File: src/rtl/sig_pulse_width_mon_if.sv
// Bus bundle for sig_pulse_width_mon: control/monitored inputs and measurement/status outputs.
interface sig_pulse_width_mon_if #(
  parameter int LEN_W = 8,
  parameter int CNT_W = 8
);
  logic             en;
  logic             clr;
  logic             sig;
  logic             pulse_done;
  logic [LEN_W-1:0] pulse_len;
  logic             short_err;
  logic             long_err;
  logic             err_sticky;
  logic [CNT_W-1:0] ok_cnt;
  logic [CNT_W-1:0] err_cnt;

  modport master (
    output en, clr, sig,
    input  pulse_done, pulse_len, short_err, long_err, err_sticky, ok_cnt, err_cnt
  );

  modport slave (
    input  en, clr, sig,
    output pulse_done, pulse_len, short_err, long_err, err_sticky, ok_cnt, err_cnt
  );
endinterface

File: src/rtl/sig_pulse_width_mon.sv
// High-run width monitor: measures each high run of sig, flags runs outside MIN_W..MAX_W.
// Optional embedded assertions are compiled when PW_MON_SVA_EN is defined.
module sig_pulse_width_mon #(
  parameter int MIN_W = 2,
  parameter int MAX_W = 6,
  parameter int LEN_W = 8,
  parameter int CNT_W = 8
) (
  input  logic                 clk,
  input  logic                 rst_n,
  sig_pulse_width_mon_if.slave bus
);

  typedef enum logic [1:0] {SYNC, IDLE, HIGH, OVER} state_t;

  localparam logic [LEN_W-1:0] MIN_L = LEN_W'(MIN_W);
  localparam logic [LEN_W-1:0] MAX_L = LEN_W'(MAX_W);

  state_t           state;
  logic [LEN_W-1:0] len;
  logic             pulse_done_r;
  logic [LEN_W-1:0] pulse_len_r;
  logic             short_err_r;
  logic             long_err_r;
  logic             err_sticky_r;
  logic [CNT_W-1:0] ok_cnt_r;
  logic [CNT_W-1:0] err_cnt_r;
  logic             ok_inc;
  logic             err_inc;

  function automatic logic [LEN_W-1:0] sat_len(input logic [LEN_W-1:0] v);
    return (v == '1) ? v : v + 1'b1;
  endfunction

  function automatic logic [CNT_W-1:0] sat_cnt(input logic [CNT_W-1:0] v);
    return (v == '1) ? v : v + 1'b1;
  endfunction

  // Decisions taken at this edge; a run reaching MAX_W+1 samples is counted once, on entry to OVER.
  always_comb begin
    ok_inc  = 1'b0;
    err_inc = 1'b0;
    if (bus.en && state == HIGH) begin
      if (bus.sig) begin
        err_inc = (len == MAX_L);
      end else if (len < MIN_L) begin
        err_inc = 1'b1;
      end else begin
        ok_inc = 1'b1;
      end
    end
  end

  always_ff @(posedge clk or negedge rst_n) begin
    if (!rst_n) begin
      state        <= SYNC;
      len          <= '0;
      pulse_done_r <= 1'b0;
      pulse_len_r  <= '0;
      short_err_r  <= 1'b0;
      long_err_r   <= 1'b0;
    end else begin
      pulse_done_r <= 1'b0;
      short_err_r  <= 1'b0;
      long_err_r   <= 1'b0;
      if (!bus.en) begin
        state <= SYNC;
        len   <= '0;
      end else begin
        case (state)
          SYNC: if (!bus.sig) state <= IDLE;
          IDLE: if (bus.sig) begin
            state <= HIGH;
            len   <= LEN_W'(1);
          end
          HIGH: if (bus.sig) begin
            len <= len + 1'b1;
            if (len == MAX_L) begin
              long_err_r <= 1'b1;
              state      <= OVER;
            end
          end else begin
            pulse_done_r <= 1'b1;
            pulse_len_r  <= len;
            short_err_r  <= (len < MIN_L);
            state        <= IDLE;
          end
          OVER: if (bus.sig) begin
            len <= sat_len(len);
          end else begin
            pulse_done_r <= 1'b1;
            pulse_len_r  <= len;
            state        <= IDLE;
          end
          default: state <= SYNC;
        endcase
      end
    end
  end

  // Status counters; clr takes priority over any increment in the same cycle.
  always_ff @(posedge clk or negedge rst_n) begin
    if (!rst_n) begin
      ok_cnt_r     <= '0;
      err_cnt_r    <= '0;
      err_sticky_r <= 1'b0;
    end else if (bus.clr) begin
      ok_cnt_r     <= '0;
      err_cnt_r    <= '0;
      err_sticky_r <= 1'b0;
    end else begin
      if (ok_inc)  ok_cnt_r  <= sat_cnt(ok_cnt_r);
      if (err_inc) begin
        err_cnt_r    <= sat_cnt(err_cnt_r);
        err_sticky_r <= 1'b1;
      end
    end
  end

  assign bus.pulse_done = pulse_done_r;
  assign bus.pulse_len  = pulse_len_r;
  assign bus.short_err  = short_err_r;
  assign bus.long_err   = long_err_r;
  assign bus.err_sticky = err_sticky_r;
  assign bus.ok_cnt     = ok_cnt_r;
  assign bus.err_cnt    = err_cnt_r;

`ifdef PW_MON_SVA_EN
  a_duration: assert property (@(posedge clk) disable iff (!rst_n || !bus.en)
    !(bus.short_err || bus.long_err))
    else $error("illegal high run on sig (short=%0b long=%0b)", bus.short_err, bus.long_err);

  a_short_done: assert property (@(posedge clk) disable iff (!rst_n || !bus.en)
    bus.short_err |-> bus.pulse_done);

  a_long_alone: assert property (@(posedge clk) disable iff (!rst_n || !bus.en)
    bus.long_err |-> (!bus.pulse_done && !bus.short_err));

  a_err_mono: assert property (@(posedge clk) disable iff (!rst_n || !bus.en)
    !bus.clr |=> (bus.err_cnt >= $past(bus.err_cnt)));
`else
`endif

endmodule
File: src/flat_wrapper.sv
// flat-port wrapper written by rule: the top's interface ports become plain ports
module sig_pulse_width_mon_flat 
#(
  parameter int MIN_W = 2,
  parameter int MAX_W = 6,
  parameter int LEN_W = 8,
  parameter int CNT_W = 8
)
  (clk, rst_n, bus_en, bus_clr, bus_sig, bus_pulse_done, bus_pulse_len, bus_short_err, bus_long_err, bus_err_sticky, bus_ok_cnt, bus_err_cnt);
  sig_pulse_width_mon_if #(.LEN_W(LEN_W), .CNT_W(CNT_W)) bus_i ();
  input  logic clk;
  input  logic rst_n;
  input wire logic [$bits(bus_i.en)-1:0] bus_en;
  input wire logic [$bits(bus_i.clr)-1:0] bus_clr;
  input wire logic [$bits(bus_i.sig)-1:0] bus_sig;
  output wire logic [$bits(bus_i.pulse_done)-1:0] bus_pulse_done;
  output wire logic [$bits(bus_i.pulse_len)-1:0] bus_pulse_len;
  output wire logic [$bits(bus_i.short_err)-1:0] bus_short_err;
  output wire logic [$bits(bus_i.long_err)-1:0] bus_long_err;
  output wire logic [$bits(bus_i.err_sticky)-1:0] bus_err_sticky;
  output wire logic [$bits(bus_i.ok_cnt)-1:0] bus_ok_cnt;
  output wire logic [$bits(bus_i.err_cnt)-1:0] bus_err_cnt;
  assign bus_i.en = bus_en;
  assign bus_i.clr = bus_clr;
  assign bus_i.sig = bus_sig;
  assign bus_pulse_done = bus_i.pulse_done;
  assign bus_pulse_len = bus_i.pulse_len;
  assign bus_short_err = bus_i.short_err;
  assign bus_long_err = bus_i.long_err;
  assign bus_err_sticky = bus_i.err_sticky;
  assign bus_ok_cnt = bus_i.ok_cnt;
  assign bus_err_cnt = bus_i.err_cnt;
  sig_pulse_width_mon #(.MIN_W(MIN_W), .MAX_W(MAX_W), .LEN_W(LEN_W), .CNT_W(CNT_W)) u_core (.clk(clk), .rst_n(rst_n), .bus(bus_i));
endmodule
File: config.mk
export PLATFORM = sky130hd
export DESIGN_NAME = sig_pulse_width_mon_flat
export DESIGN_NICKNAME = d
export VERILOG_FILES = /design/src/rtl/sig_pulse_width_mon_if.sv /design/src/rtl/sig_pulse_width_mon.sv /design/src/flat_wrapper.sv
export SDC_FILE = /design/constraint.sdc
export NUM_CORES = 1
export LEC_CHECK = 0
export CAP_MARGIN = 40
export CORE_ASPECT_RATIO = 0.75
export CORE_MARGIN = 2
export CORE_UTILIZATION = 46
export DETAILED_ROUTE_END_ITERATION = 10
export PLACE_DENSITY_LB_ADDON = 0.05
export SYNTH_ARGS = -nofsm -noshare
export SYNTH_HDL_FRONTEND = slang
export SYNTH_SLANG_ARGS = --single-unit
File: constraint.sdc
create_clock -name clk -period 1.9 [get_ports clk]
set_input_delay 0.475 -clock clk [delete_from_list [all_inputs] [get_ports clk]]
set_output_delay 0.475 -clock clk [all_outputs]
set_load 0.05 [all_outputs]
==> impl_metrics.csv, run 1 <==
group,metric,value,unit
yosys,syn_avg_cell_area,9.96,um^2
yosys,yosysUniqueCellTypes,45,
power,power_frac_seq,37.5,%
clocking,cts_hold_buffers,0,
hold_path,min-delay-path-class,"in2async",
layout,stdcell_count,332,
layout,drive_above_1_share,42.5,%
die,pin_count,33,
timing,slew_viol_final,0,
power,p_int,1570,uW
die,rows,21,
yosys,synth_seq_area_share,46.1,%
yosys,netlist_area,0.00206,mm^2
yosys,yosys-top-cells-count,"38 x dfrtp_1, 14 x a21oi_1, 14 x nand3_1",
clocking,root_buffer,"clkbuf_8",
route,dr.pass1.iters,4,
route,vias,1973,
clocking,cts_buffers,5,
timing,setup_viol,8,
global_routing,grt_pass1_vias,1764,
route,drtAntennaViolNets,0,
die,chipWidth,81.3,um
timing,fin_ws,-146,ps
yosys,yosysTopAreaCell,"dfrtp_1",
route,routed_wl,5390,um
clocking,cts_num_sinks,38,
timing,worstMarginPinSlew,483,ps
power,comb_power_share,38.5,%
timing,relSlewSlack,67.8,%
yosys,synthCells,207,
timing,min_period,2050,ps
critical_path,critical_path_class,"reg2reg",
timing,timing.fmax,0.489,GHz
timing,fin_skew,12.6,ps
global_routing,grt.overflow.total,0,
route,via_per_inst,5.94,
yosys,yosys_register_bits,38,
layout,antennaDiodeCount,0,
power,p_sw,821,uW
clocking,clk_pin_slew_worst_paths,80,ps
die,start_util,47.0,%
yosys,ys_async_sr_fraction,100,%
route,drtIter0Drc,101,
die,die_h,62.0,um
yosys,syn_nets,219,
route,wl_per_cell,16.2,um
placement,hpwl,3620,um
power,switching_share,34.3,%
critical_path,cp.required,2110,ps
yosys,ys.warnings.count,0,
critical_path,cp-end-kind,"flop",
layout,fillers,360,
critical_path,start_kind,"flop",
yosys,synth-edff-count,0,
yosys,synth.area.top_cells,"dfrtp_1 46%, mux2_2 4.9%, ha_1 4.3%",
clocking,cts_buffer_depth,2,
yosys,synth_top_area_share,46.1,%
flow_run,cap_violations,0,
power,ir_drop,484,uV
layout,finish.utilization,66.3,%
placement,port_buffers,32,
global_routing,grt_max_degree,39,
global_routing,antenna_found_initial,0,
layout,fin_nets,286,
placement,place_congestion,0.857,
placement,dp_cells,321,
yosys,synth_most_common_cell,"dfrtp_1",
clocking,clock_latency,290,ps
status,failed_checks,"negative setup slack",
timing,hold_ws,213,ps
clocking,cts_tree,"built",
power,power,2400,uW
status,status,"finished, violations left",
die,core,0.00439,mm^2
layout,area_delta_synth_final,41.2,%
power,clkPwrFrac,24.0,%
power,p_per_area,824,mW/mm^2
yosys,synth_ff_type,"dfrtp_1",
die,die_area,0.00504,mm^2
power,p_leak,0.00132,uW
clocking,cts.htree.levels,2,
critical_path,critPathMaxFanout,5,
route,drc,0,
timing,hold_viol_final,0,
global_routing,grt_usage,22.0,%
timing,min_period_over_period,108,%
timing,rsz0062_at_grt,"true",
global_routing,grt_first_pass_wirelength,8270,um
critical_path,cp.arrival,2260,ps
## registers in the layout, indices dropped and copies added, names as in the netlist
name                   cells
u_core.bus.ok_cnt          8
u_core.bus.short_err       1
u_core.bus.pulse_done      1
u_core.bus.err_cnt         8
u_core.state               2
u_core.bus.err_sticky      1
u_core.bus.long_err        1
u_core.bus.pulse_len       8
u_core.len                 8
## path summary, 6_finish.rpt
check / from / to / slack [ps] / cells after the start
max in group asynchronous: rst_n / u_core.len[1] / 1310 / 2
max reg2reg: u_core.len[4] / u_core.bus.err_cnt[1] / -150 / 4
max: u_core.len[4] / u_core.bus.err_cnt[1] / -150 / 4
min in group clk: u_core.bus.pulse_len[0] / u_core.bus.pulse_len[0] / 510 / 1
min: rst_n / u_core.bus.ok_cnt[4] / 210 / 2
min reg2reg: u_core.bus.pulse_len[0] / u_core.bus.pulse_len[0] / 510 / 1
## kinds of logic (layout without fill, tap and decap cells)
logic type      Yosys count  count (layout)  synth area share, %
simple gates             66              66                 17.5
buf+inv                  23              90                 4.68
fa+ha+maj                 7               7                 4.25
flops                    38              38                 46.1
compound gates           63              64                 22.0
mux                      10              10                 5.40
## stage by stage
step / setup WS, ps / cell area [um^2] / setup TNS (ps)
5_1_grt: -179 / 2910 / -1070
3_5_place_dp: -614 / 2600 / -10340
3_3_place_gp: -545 / 2600 / -9880
6_report: -146 / 2910 / -705
2_1_floorplan: -102 / 2080 / -702
4_1_cts: -106 / 2760 / -480
## cells in the final DEF, fill, tap and decap left out, drive strengths merged, types with 3 or more instances in the layout
master and n:
a21oi 14, a41oi 5, and3 5, buf 68
clkbuf 7, dfrtp 38, ha 7, inv 11
mux2 9, nand2 11, nand3 14, nand4 4
nor2 9, nor3 3, o21ai 10, o311ai 3
o31ai 3, o41ai 10, or3 6, or4 5
## timing repair
item	4_1_cts	5_1_grt
gates resized for setup	10	30
buffers inserted	2	1
gates cloned	1	0
setup endpoints to repair	15	23
pin swaps	2	4
## per-layer routing
metal,vias up,GRT usage [%],share of wire (%)
met4,0,7.26,0.89
li1,947,-,-
met3,7,6.07,4.5
met1,967,30.6,47
met2,52,33.4,48
met5,-,0,0
## critical path: stages (launching register included)
cell and delay [ps]:
dfrtp_1 390, or4_4 550, a2111o_1 390, or3b_2 500, a21oi_2 150
## cell type report
class / count / area [um^2] / share of cell area [%]
Clock inverter: 1 / 5.00 / 0.172
Sequential cell: 38 / 952 / 32.7
Inverter: 11 / 41.3 / 1.42
Multi-Input combinational cell: 147 / 1200 / 41.4
Timing Repair Buffer: 71 / 548 / 18.8
Clock buffer: 7 / 86.3 / 2.97
Tap cell: 57 / 71.3 / 2.45
## power groups by stage
stage	logic [uW]	registers, uW	clock network, uW
finish	922	898	576
global route	1010	909	627
floorplan	349	1010	0
global placement	792	910	0
detailed placement	810	911	0
CTS	834	897	586
No activity file was read; power rests on OpenSTA's default activity.
==> run 2, diff against run 1 <==
--- a/config.mk
+++ b/config.mk
@@ -6,11 +6,14 @@
 export NUM_CORES = 1
 export LEC_CHECK = 0
 export CAP_MARGIN = 40
+export CELL_PAD_IN_SITES_DETAIL_PLACEMENT = 0
+export CELL_PAD_IN_SITES_GLOBAL_PLACEMENT = 1
 export CORE_ASPECT_RATIO = 0.75
 export CORE_MARGIN = 2
-export CORE_UTILIZATION = 46
+export CORE_UTILIZATION = 37
 export DETAILED_ROUTE_END_ITERATION = 10
 export PLACE_DENSITY_LB_ADDON = 0.05
+export SLEW_MARGIN = 0
 export SYNTH_ARGS = -nofsm -noshare
 export SYNTH_HDL_FRONTEND = slang
 export SYNTH_SLANG_ARGS = --single-unit
==> impl_metrics.csv, run 2 (synthesized netlist as in run 1, its figures left out) <==
group,metric,value,unit
die,die_h,68.6,um
timing,relSlewSlack,65.2,%
global_routing,grt_pass1_vias,1924,
placement,pre_cts_slack,-678,ps
route,dr.pass1.iters,4,
die,pin_count,33,
route,drtIter0Drc,93,
placement,hpwl,3990,um
critical_path,critical_path_class,"reg2reg",
placement,place_congestion,0.854,
layout,antennaDiodeCount,0,
critical_path,cp.arrival,2210,ps
clocking,cts_buffers,5,
timing,timing.fmax,0.491,GHz
timing,tns,-790,ps
hold_path,min-delay-path-class,"in2async",
layout,stdcell_count,352,
clocking,clock_latency,290,ps
die,start_util,38.5,%
route,wl_per_cell,16.4,um
power,p_per_area,822,mW/mm^2
critical_path,cp.required,2070,ps
die,chipWidth,90.2,um
global_routing,antenna_found_initial,0,
flow_run,cap_violations,0,
route,vias,1996,
timing,hold_ws,152,ps
layout,fillers,515,
clocking,clk_pin_slew_worst_paths,80,ps
layout,fin_nets,288,
placement,dp_cells,336,
timing,min_period_over_period,107,%
global_routing,grt_usage,19.6,%
global_routing,grt.overflow.total,0,
status,status,"finished, violations left",
placement,port_buffers,32,
global_routing,grt_max_degree,21,
power,ir_drop,268,uV
clocking,cts_hold_buffers,0,
die,die_area,0.00619,mm^2
critical_path,critPathMaxFanout,5,
status,failed_checks,"negative setup slack",
route,routed_wl,5770,um
timing,fin_ws,-139,ps
critical_path,cp-end-kind,"flop",
power,power,2370,uW
layout,drive_above_1_share,39.0,%
timing,min_period,2040,ps
die,rows,23,
clocking,cts_num_sinks,38,
layout,area_delta_synth_final,39.9,%
clocking,root_buffer,"clkbuf_8",
clocking,cts_buffer_depth,2,
layout,layout_commonest_cell,"buf_4",
route,drtAntennaViolNets,0,
clocking,cts.htree.levels,2,
timing,setup_viol,8,
timing,slew_viol_final,0,
critical_path,start_kind,"flop",
timing,rsz0062_at_grt,"true",
timing,hold_viol_final,0,
route,drc,0,
timing,fin_skew,5.56,ps
die,core,0.00535,mm^2
layout,final_cell_mix,"66 x buf_4, 38 x dfrtp_1, 14 x a21oi_1",
route,via_per_inst,5.67,
global_routing,grt_first_pass_wirelength,9470,um
clocking,cts_tree,"built",
power,p_leak,0.00131,uW
timing,worstMarginPinSlew,521,ps
==> run 2: repair_timing <==
| item | 4_1_cts | 5_1_grt |
|---|---|---|
| buffers inserted | 5 | 3 |
| setup endpoints to repair | 16 | 24 |
| gates resized for setup | 16 | 10 |
| gates cloned | 1 | 0 |
| pin swaps | 8 | 3 |
==> run 2: final cells by class <==
| class | count | area (um^2) | share of cell area [%] |
|---|---|---|---|
| clock buffer | 7 | 86.3 | 2.99 |
| inverter | 11 | 41.3 | 1.43 |
| multi-input combinational | 147 | 1130 | 39.3 |
| sequential | 38 | 951 | 33.0 |
| tap | 75 | 93.8 | 3.26 |
| clock inverter | 1 | 5.00 | 0.174 |
| timing repair buffer | 73 | 573 | 19.9 |
==> run 2: power by group <==
part | switching, uW | internal (uW)
Clock | 297 | 293
Combinational | 485 | 399
Sequential | 31.1 | 864
==> run 2: path summary, 6_finish.rpt <==
check / from / slack [ps] / end / cells past startpoint
worst max-delay path: u_core.len[4] / -140 / u_core.bus.err_cnt[6] / 5
worst min-delay path: rst_n / 150 / u_core.bus.ok_cnt[5] / 1
worst max register to register: u_core.len[4] / -140 / u_core.bus.err_cnt[6] / 5
worst min register to register: u_core.bus.pulse_len[4] / 510 / u_core.bus.pulse_len[4] / 1
max in group asynchronous: rst_n / 1260 / u_core.len[0] / 2
min in group clk: u_core.bus.pulse_len[4] / 510 / u_core.bus.pulse_len[4] / 1
==> run 2: critical path, cell delays in order, from the launching register on <==
cell      delay, ps
dfrtp_1         390
or4_4           540
buf_4           150
a2111o_1        380
o41ai_1         360
a21oi_1         110
==> run 2: layer usage <==
layer	vias to the layer above	wire length (um)	GRT usage (%)	part of all wire (%)
met1	982	2810	26.8	49
met2	60	2610	31.7	45
met3	4	278	3.91	4.8
met4	0	66	6.92	1.1
met5	-	0	0	0
li1	950	-	-	-
==> run 2: through the flow <==
stage	util (%)	instance area, um^2
after global placement	48.8	2610
after detailed placement	48.8	2610
final	53.9	2880
after global routing	53.9	2880
after CTS	52.7	2820
after floorplan	-	2080
